## src/rtl/bip_control_sequencer_pkg.sv

```systemverilog
// Shared BIP I definitions: opcodes, datapath mux encodings, FSM states, control bundle.
// Latency: n/a (types and constants only).
// Backpressure: n/a.
package bip_control_sequencer_pkg;

    localparam int OPC_W = 5;

    // Instruction set opcodes; everything above OP_SUBI executes as a NOP
    localparam logic [OPC_W-1:0] OP_HLT  = 5'b00000;
    localparam logic [OPC_W-1:0] OP_STO  = 5'b00001;
    localparam logic [OPC_W-1:0] OP_LD   = 5'b00010;
    localparam logic [OPC_W-1:0] OP_LDI  = 5'b00011;
    localparam logic [OPC_W-1:0] OP_ADD  = 5'b00100;
    localparam logic [OPC_W-1:0] OP_ADDI = 5'b00101;
    localparam logic [OPC_W-1:0] OP_SUB  = 5'b00110;
    localparam logic [OPC_W-1:0] OP_SUBI = 5'b00111;

    // Accumulator source select
    localparam logic [1:0] SELA_RAM = 2'b00;
    localparam logic [1:0] SELA_IMM = 2'b01;
    localparam logic [1:0] SELA_ALU = 2'b10;

    // ALU B operand select and ALU operation
    localparam logic SELB_RAM = 1'b0;
    localparam logic SELB_IMM = 1'b1;
    localparam logic ALU_ADD  = 1'b0;
    localparam logic ALU_SUB  = 1'b1;

    typedef enum logic [1:0] {
        ST_IDLE  = 2'd0,
        ST_FETCH = 2'd1,
        ST_EXEC  = 2'd2,
        ST_HALT  = 2'd3
    } state_e;

    // Control bundle driven towards the PC block and the datapath
    typedef struct packed {
        logic       wr_pc;
        logic       wr_acc;
        logic [1:0] sel_a;
        logic       sel_b;
        logic       op;
        logic       wr_ram;
        logic       rd_ram;
    } ctrl_t;

endpackage

```

## src/rtl/bip_instruction_decoder.sv

```systemverilog
// Combinational opcode -> control bundle decode for the BIP I instruction set.
// Latency: 0 cycles (pure combinational).
// Backpressure: none; output follows the opcode input.
module bip_instruction_decoder
    import bip_control_sequencer_pkg::*;
(
    input  logic [OPC_W-1:0] opcode_i,
    output ctrl_t            ctrl_o
);

    // Every opcode except HLT advances the PC; datapath strobes per instruction
    always_comb begin
        ctrl_o       = '0;
        ctrl_o.wr_pc = (opcode_i != OP_HLT);
        case (opcode_i)
            OP_STO: begin
                ctrl_o.wr_ram = 1'b1;
            end
            OP_LD: begin
                ctrl_o.rd_ram = 1'b1;
                ctrl_o.wr_acc = 1'b1;
                ctrl_o.sel_a  = SELA_RAM;
            end
            OP_LDI: begin
                ctrl_o.wr_acc = 1'b1;
                ctrl_o.sel_a  = SELA_IMM;
            end
            OP_ADD: begin
                ctrl_o.rd_ram = 1'b1;
                ctrl_o.wr_acc = 1'b1;
                ctrl_o.sel_a  = SELA_ALU;
                ctrl_o.sel_b  = SELB_RAM;
                ctrl_o.op     = ALU_ADD;
            end
            OP_ADDI: begin
                ctrl_o.wr_acc = 1'b1;
                ctrl_o.sel_a  = SELA_ALU;
                ctrl_o.sel_b  = SELB_IMM;
                ctrl_o.op     = ALU_ADD;
            end
            OP_SUB: begin
                ctrl_o.rd_ram = 1'b1;
                ctrl_o.wr_acc = 1'b1;
                ctrl_o.sel_a  = SELA_ALU;
                ctrl_o.sel_b  = SELB_RAM;
                ctrl_o.op     = ALU_SUB;
            end
            OP_SUBI: begin
                ctrl_o.wr_acc = 1'b1;
                ctrl_o.sel_a  = SELA_ALU;
                ctrl_o.sel_b  = SELB_IMM;
                ctrl_o.op     = ALU_SUB;
            end
            default: begin
                // HLT and NOP range: no datapath activity
            end
        endcase
    end

endmodule

```

## src/rtl/bip_control_sequencer.sv

```systemverilog
// BIP I control unit: fetch/execute FSM, instruction register, executed-cycle counter.
// Latency: one instruction per 2 cycles; control outputs are registered, valid during EXEC.
// Backpressure: none; the program memory must return data one cycle after a PC change.
module bip_control_sequencer
    import bip_control_sequencer_pkg::*;
#(
    parameter int OPCODE_BITS  = 5,
    parameter int OPERAND_BITS = 11,
    parameter int INSTR_BITS   = 16,
    parameter int CONT_BITS    = 32
) (
    input  logic                    i_clock,
    input  logic                    i_reset,
    input  logic                    i_enable,
    input  logic [INSTR_BITS-1:0]   i_instruction,
    output logic                    o_wrPC,
    output logic                    o_wrACC,
    output logic [1:0]              o_selA,
    output logic                    o_selB,
    output logic                    o_op,
    output logic                    o_wrRam,
    output logic                    o_rdRam,
    output logic [OPERAND_BITS-1:0] o_operand,
    output logic                    o_halted,
    output logic [CONT_BITS-1:0]    o_cycle_count
);

    state_e                 state_q;
    logic [INSTR_BITS-1:0]  ir_q;
    logic [CONT_BITS-1:0]   cnt_q;
    logic [CONT_BITS-1:0]   cnt_d;
    ctrl_t                  ctrl_q;
    logic                   halted_q;
    ctrl_t                  dec_ctrl;
    logic                   ir_is_hlt;

    // Decode the word being fetched so the EXEC-cycle outputs can be registered
    bip_instruction_decoder u_decoder (
        .opcode_i (i_instruction[INSTR_BITS-1 -: OPCODE_BITS]),
        .ctrl_o   (dec_ctrl)
    );

    assign ir_is_hlt = (ir_q[INSTR_BITS-1 -: OPCODE_BITS] == OP_HLT);

    // Saturating increment: the counter sticks at all-ones instead of wrapping
    always_comb begin
        cnt_d = cnt_q;
        if (cnt_q != '1) begin
            cnt_d = cnt_q + CONT_BITS'(1);
        end
    end

    // Fetch/execute FSM with IR, counter and registered control outputs
    always_ff @(posedge i_clock) begin
        if (!i_reset) begin
            state_q  <= ST_IDLE;
            ir_q     <= '0;
            cnt_q    <= '0;
            ctrl_q   <= '0;
            halted_q <= 1'b0;
        end else begin
            case (state_q)
                ST_IDLE: begin
                    if (i_enable) begin
                        state_q <= ST_FETCH;
                    end
                end
                ST_FETCH: begin
                    ir_q    <= i_instruction;
                    ctrl_q  <= dec_ctrl;
                    cnt_q   <= cnt_d;
                    state_q <= ST_EXEC;
                end
                ST_EXEC: begin
                    ctrl_q <= '0;
                    cnt_q  <= cnt_d;
                    if (ir_is_hlt) begin
                        state_q  <= ST_HALT;
                        halted_q <= 1'b1;
                    end else begin
                        state_q  <= ST_FETCH;
                    end
                end
                default: begin
                    // HALT: wait for reset
                end
            endcase
        end
    end

    assign o_wrPC        = ctrl_q.wr_pc;
    assign o_wrACC       = ctrl_q.wr_acc;
    assign o_selA        = ctrl_q.sel_a;
    assign o_selB        = ctrl_q.sel_b;
    assign o_op          = ctrl_q.op;
    assign o_wrRam       = ctrl_q.wr_ram;
    assign o_rdRam       = ctrl_q.rd_ram;
    assign o_operand     = ir_q[OPERAND_BITS-1:0];
    assign o_halted      = halted_q;
    assign o_cycle_count = cnt_q;

endmodule

```

## config.mk

```make
export PLATFORM = sky130hd
export DESIGN_NAME = bip_control_sequencer
export DESIGN_NICKNAME = d
export VERILOG_FILES = /design/src/rtl/bip_control_sequencer_pkg.sv /design/src/rtl/bip_instruction_decoder.sv /design/src/rtl/bip_control_sequencer.sv
export SDC_FILE = /design/constraint.sdc
export NUM_CORES = 1
export LEC_CHECK = 0
export ABC_AREA = 1
export BUFFER_PORTS_ARGS = -buffer_cell sky130_fd_sc_hd__buf_2
export CORE_ASPECT_RATIO = 1.75
export CORE_MARGIN = 10
export CORE_UTILIZATION = 45
export DETAILED_ROUTE_END_ITERATION = 8
export HOLD_SLACK_MARGIN = 0.08
export PLACE_DENSITY_LB_ADDON = 0.05
export SYNTH_ARGS = -nofsm -noshare
export SYNTH_HDL_FRONTEND = slang
export SYNTH_SLANG_ARGS = --single-unit
```

## constraint.sdc

```tcl
create_clock -name i_clock -period 1.6 [get_ports i_clock]
set_input_delay 0.08 -clock i_clock [delete_from_list [all_inputs] [get_ports i_clock]]
set_output_delay 0.08 -clock i_clock [all_outputs]
set_load 0.01 [all_outputs]
```

==> summary by stage <==
Power and ir drop
The switching component of the power is ~1.2 mW. Of the total power, the share spent switching nets is ~28%. The leakage power of the design is just over 2 nW.

The peak supply drop is just over 900 uV. The share of total power in combinational logic is roughly a fifth. The internal power consumption is around 3.0 mW. The clock network accounts for between 40% and 50% of the total power. The completed layout was analyzed and its total power is 4.246 mW.

In this run the power density over the cells is 910.0 nW/um2. Registers are responsible for a little under two fifths of the overall power.

Worst setup path
The number of cells on the critical path is 11. Among all stages on the critical path, the largest delay is contributed by sky130_fd_sc_hd__dfxtp_4. The startpoint type of the worst setup path is a register.

Counting cells, the worst reg-to-reg path comes to 11. In this run the register-to-register setup slack is between 50 and 60 ps. The type of element capturing the critical path is a register. The capture point of the critical path is o_cycle_count[13].

The cell type with the highest occurrence count on the critical path is sky130_fd_sc_hd__nand2_4. The data required time at the worst endpoint is ~1800 ps. The endpoint of the lowest-slack register-to-register path is o_cycle_count[13]. Traced cell by cell, the critical path runs through ha_4 > nand2_4 > nor2_4 > nand2_4 > nor2_4 > nand2_4 > nand2_8 > inv_8 > clkbuf_16 > nand2_1 > a21oi_1.

By startpoint and endpoint, the worst setup path is classified as reg -> reg. The cell family contributing the most delay on the critical path is simple AND/OR/NAND/NOR gates. The stage delay of the slowest cell on the critical path is 370 ps. At the worst endpoint, the arrival time is around 1700 ps. In this run the critical register-to-register path is launched from o_cycle_count[0]. The largest fanout on the critical path is 6. The first element of the critical path is o_cycle_count[0]. Counting both buffers and inverters, the worst setup path holds a total of 2.

Die
The starting density of the core is 46.67%. The standard cell core area is approximately 6900 um2. The die outline height is ~130 um. After floorplanning, the core was divided into 40 placement rows. The number of primary I/O pins is slightly above 70.

The die area is about 11000 um2. The overall die width is 83.98 um.

Clock tree
CTS built an H-tree with a depth of 3. The number of buffers on the longest clock path is 2. The clock insertion delay at the later pin of the skew report is 330 ps.

The clock buffer count from CTS is 9. The number of sinks driven by the clock tree is between 50 and 60. TritonCTS built the clock tree. The clock slew at the register clock pins of the worst setup and hold paths is about 60 ps. The CTS root buffer is sky130_fd_sc_hd__clkbuf_16.

Route
The detailed router finished its first iteration with between 200 and 250 violations. In this run the remaining antenna-violating nets after routing total 0. In the final routed layout, each cell accounts on average for 14.05 um. Using the TritonRoute via totals, the vias-per-cell ratio works out to 4.884. After detailed routing, the number of remaining DRC violations is 0. The routed design has between 10000 and 15000 um of wire. The number of optimization iterations in the first detailed-route pass is 5.

The final route contains around 3600 vias.

Placement
Detailed placement ended at an HPWL of roughly 7700 um. The placed instance area is slightly above 4000 um2. The number of input and output port buffers inserted is 70. At the end of routability-driven placement, the weighted congestion stood at around 0.90.

Logic synthesis
The synthesized cell area is roughly 3200 um2. Synthesis produced around 500 cells. After synthesis, the netlist uses 29 different library cells. Sequential elements use between 30% and 40% of the synthesized area. The total of warnings raised by yosys is 0. The net count of the mapped netlist is ~520.

The average footprint of a synthesized cell is between 6 and 7 um2. The count of state elements after synthesis is ~60.

GRT
The initial antenna violation count is 0. In the global route stage, overall resource usage came out at between 10% and 20%. Global routing finished with a remaining overflow of 0. The number of global-route vias before repair came to approximately 3500. The first-pass GRT wire length is 16150 um. Entering global routing, the biggest net connects 37 pins.

STA
Setup repair after global routing could not meet its margin everywhere. For this run, the top clock speed supported by timing is 647.2 MHz. Setup violations remaining at the end of the flow were counted as 0. The clock skew after layout is 6.511 ps. The smallest clock period supported by the final layout is computed as 1545 ps. The count of final max-slew check failures is 0. The remaining max-slew budget at the tightest pin is between 60% and 70%. At the pin with the least slew margin, the transition time is 461.5 ps.

In the finished design, the share of the clock period the worst path needs comes to 96.57%. The final number of hold-violating endpoints came to 0.

Cells and area
The number of filler instances in the final layout is approximately 650. The growth of design area from synthesis to finish is 44.76%. The final standard cell area without fillers is between 4000 and 5000 um2. Of the cells placed in the final design, the portion with a size suffix greater than 1 is a little under a third. Registers take 1192 um2.

In the final layout, the multi-input gates occupy ~1800 um2. The final antenna diode count is 0. The top cell types in the final layout, fill and taps aside, are sky130_fd_sc_hd__nand2_1 (155), sky130_fd_sc_hd__nor2_1 (82), sky130_fd_sc_hd__buf_2 (70), sky130_fd_sc_hd__buf_4 (59), sky130_fd_sc_hd__dfxtp_1 (52). The final net count is 661. The leading cell type in the layout, fill and taps excluded is sky130_fd_sc_hd__nand2_1.

Job
The count of max-cap constraint violations is 0.

Outcome
The flow ran to the end, and the final reports show no timing, DRC or antenna violations.

Min path
The worst hold path class is in -> reg.
==> worst min-delay path by stage <==
stage                     start          to  slack, ps  cells past startpoint
3_5_place_dp   i_instruction[1]     ir_q[1]        310                      3
2_1_floorplan  i_instruction[0]     ir_q[0]        210                      2
5_1_grt                i_enable  state_q[1]        210                      5
3_3_place_gp   i_instruction[8]     ir_q[8]        300                      3
6_report               i_enable  state_q[0]        170                      5
4_1_cts                i_enable  state_q[0]        170                      5
==> power groups by stage <==
stage / combinational (mW) / sequential (mW) / clock, mW
global route: 0.911 / 1.62 / 1.87
floorplan: 0.453 / 1.65 / 0
detailed placement: 0.708 / 1.64 / 0
finish: 0.838 / 1.61 / 1.80
CTS: 0.750 / 1.61 / 1.83
global placement: 0.699 / 1.63 / 0
==> cells in the mapped netlist <==
cell type / number / area (um2)
sky130_fd_sc_hd__nand4_1: 6 / 37.54
sky130_fd_sc_hd__nand3b_1: 1 / 7.510
sky130_fd_sc_hd__buf_1: 1 / 3.750
sky130_fd_sc_hd__o31ai_1: 1 / 7.510
sky130_fd_sc_hd__a21oi_1: 36 / 180.2
sky130_fd_sc_hd__or2_2: 2 / 12.51
sky130_fd_sc_hd__xor2_1: 12 / 105.1
sky130_fd_sc_hd__o21ai_0: 21 / 105.1
sky130_fd_sc_hd__nand2_8: 1 / 20.02
sky130_fd_sc_hd__ha_1: 4 / 50.05
sky130_fd_sc_hd__nand2_1: 160 / 600.6
sky130_fd_sc_hd__nand3_1: 19 / 95.09
sky130_fd_sc_hd__xnor2_1: 2 / 17.52
sky130_fd_sc_hd__nor4_1: 1 / 6.260
sky130_fd_sc_hd__a21oi_2: 3 / 26.28
sky130_fd_sc_hd__dfxtp_1: 59 / 1181
sky130_fd_sc_hd__clkbuf_1: 7 / 26.28
sky130_fd_sc_hd__nand2_4: 2 / 22.52
sky130_fd_sc_hd__buf_8: 2 / 30.03
sky130_fd_sc_hd__nand2_2: 1 / 6.260
sky130_fd_sc_hd__inv_4: 1 / 6.260
sky130_fd_sc_hd__nor3_1: 2 / 10.01
sky130_fd_sc_hd__inv_1: 39 / 146.4
sky130_fd_sc_hd__clkinv_1: 2 / 7.510
sky130_fd_sc_hd__buf_6: 3 / 33.78
sky130_fd_sc_hd__buf_4: 11 / 82.58
sky130_fd_sc_hd__nor2_4: 2 / 22.52
sky130_fd_sc_hd__nor2_1: 96 / 360.4
sky130_fd_sc_hd__nor2_2: 2 / 12.51
==> timing repair <==
action | in CTS | in global routing
hold buffers | 16 | 0
gates resized for setup | 3 | 42
setup buffers | 0 | 5
gates cloned | 0 | 1
hold endpoints to repair | 19 | 0
pin swaps | 0 | 10
setup endpoints to repair | 21 | 38
==> kinds of logic after synthesis <==
kind of cell	synth area share (%)
and+or+nand+nor	37.66
buffers and inverters	10.44
xor gates and xnor gates	3.804
adders and majority gates	1.553
AOI/OAI and AO/OA	9.899
DFF	36.65
==> registers in the layout, summed over array words and instances (netlist names) <==
register	flops
state_q	2
o_halted	1
o_wrACC	1
o_selB	1
o_cycle_count	32
o_rdRam	1
o_op	1
o_wrRam	1
o_selA	2
o_wrPC	1
ir_q	16
==> final cells by class <==
| class | instances | area share, % |
|---|---|---|
| Inverter | 42 | 3.808 |
| Clock inverter | 6 | 0.8850 |
| Clock buffer | 10 | 5.122 |
| Timing Repair Buffer | 152 | 23.17 |
| Multi-Input combinational cell | 374 | 39.21 |
| Tap cell | 84 | 2.253 |
| Sequential cell | 59 | 25.56 |
==> layer usage <==
metal | vias to the layer above | track usage [%] | routed length [um]
met5 | - | 0 | 0
met4 | 0 | 9.720 | 454
met3 | 31 | 4.889 | 439
met2 | 79 | 33.59 | 5531
met1 | 1611 | 16.50 | 3788
li1 | 1830 | - | -
==> worst reg2reg max path, cell delays in order, from the launching register on <==
cell and delay [ps]:
sky130_fd_sc_hd__dfxtp_4 370, sky130_fd_sc_hd__ha_4 150, sky130_fd_sc_hd__nand2_4 60, sky130_fd_sc_hd__nor2_4 160
sky130_fd_sc_hd__nand2_4 80, sky130_fd_sc_hd__nor2_4 100, sky130_fd_sc_hd__nand2_4 80, sky130_fd_sc_hd__nand2_8 90
sky130_fd_sc_hd__inv_8 60, sky130_fd_sc_hd__clkbuf_16 150, sky130_fd_sc_hd__nand2_1 60, sky130_fd_sc_hd__a21oi_1 60
==> stage by stage <==
stage                     util (%)  setup slack (ps)  setup TNS, ps  hold slack (ps)  std cells
after global routing         67.55            -22.64         -182.1            212.7        727
after detailed placement     58.33            -35.33         -306.6            309.0        689
after floorplan                  -             10.26              0            214.9        499
after CTS                    64.84            -3.726         -3.726            173.4        721
after global placement       58.33            -17.35         -45.64            302.4        689
final                        67.55             54.93              0            169.8        727
No activity file was read; power rests on OpenSTA's default activity.
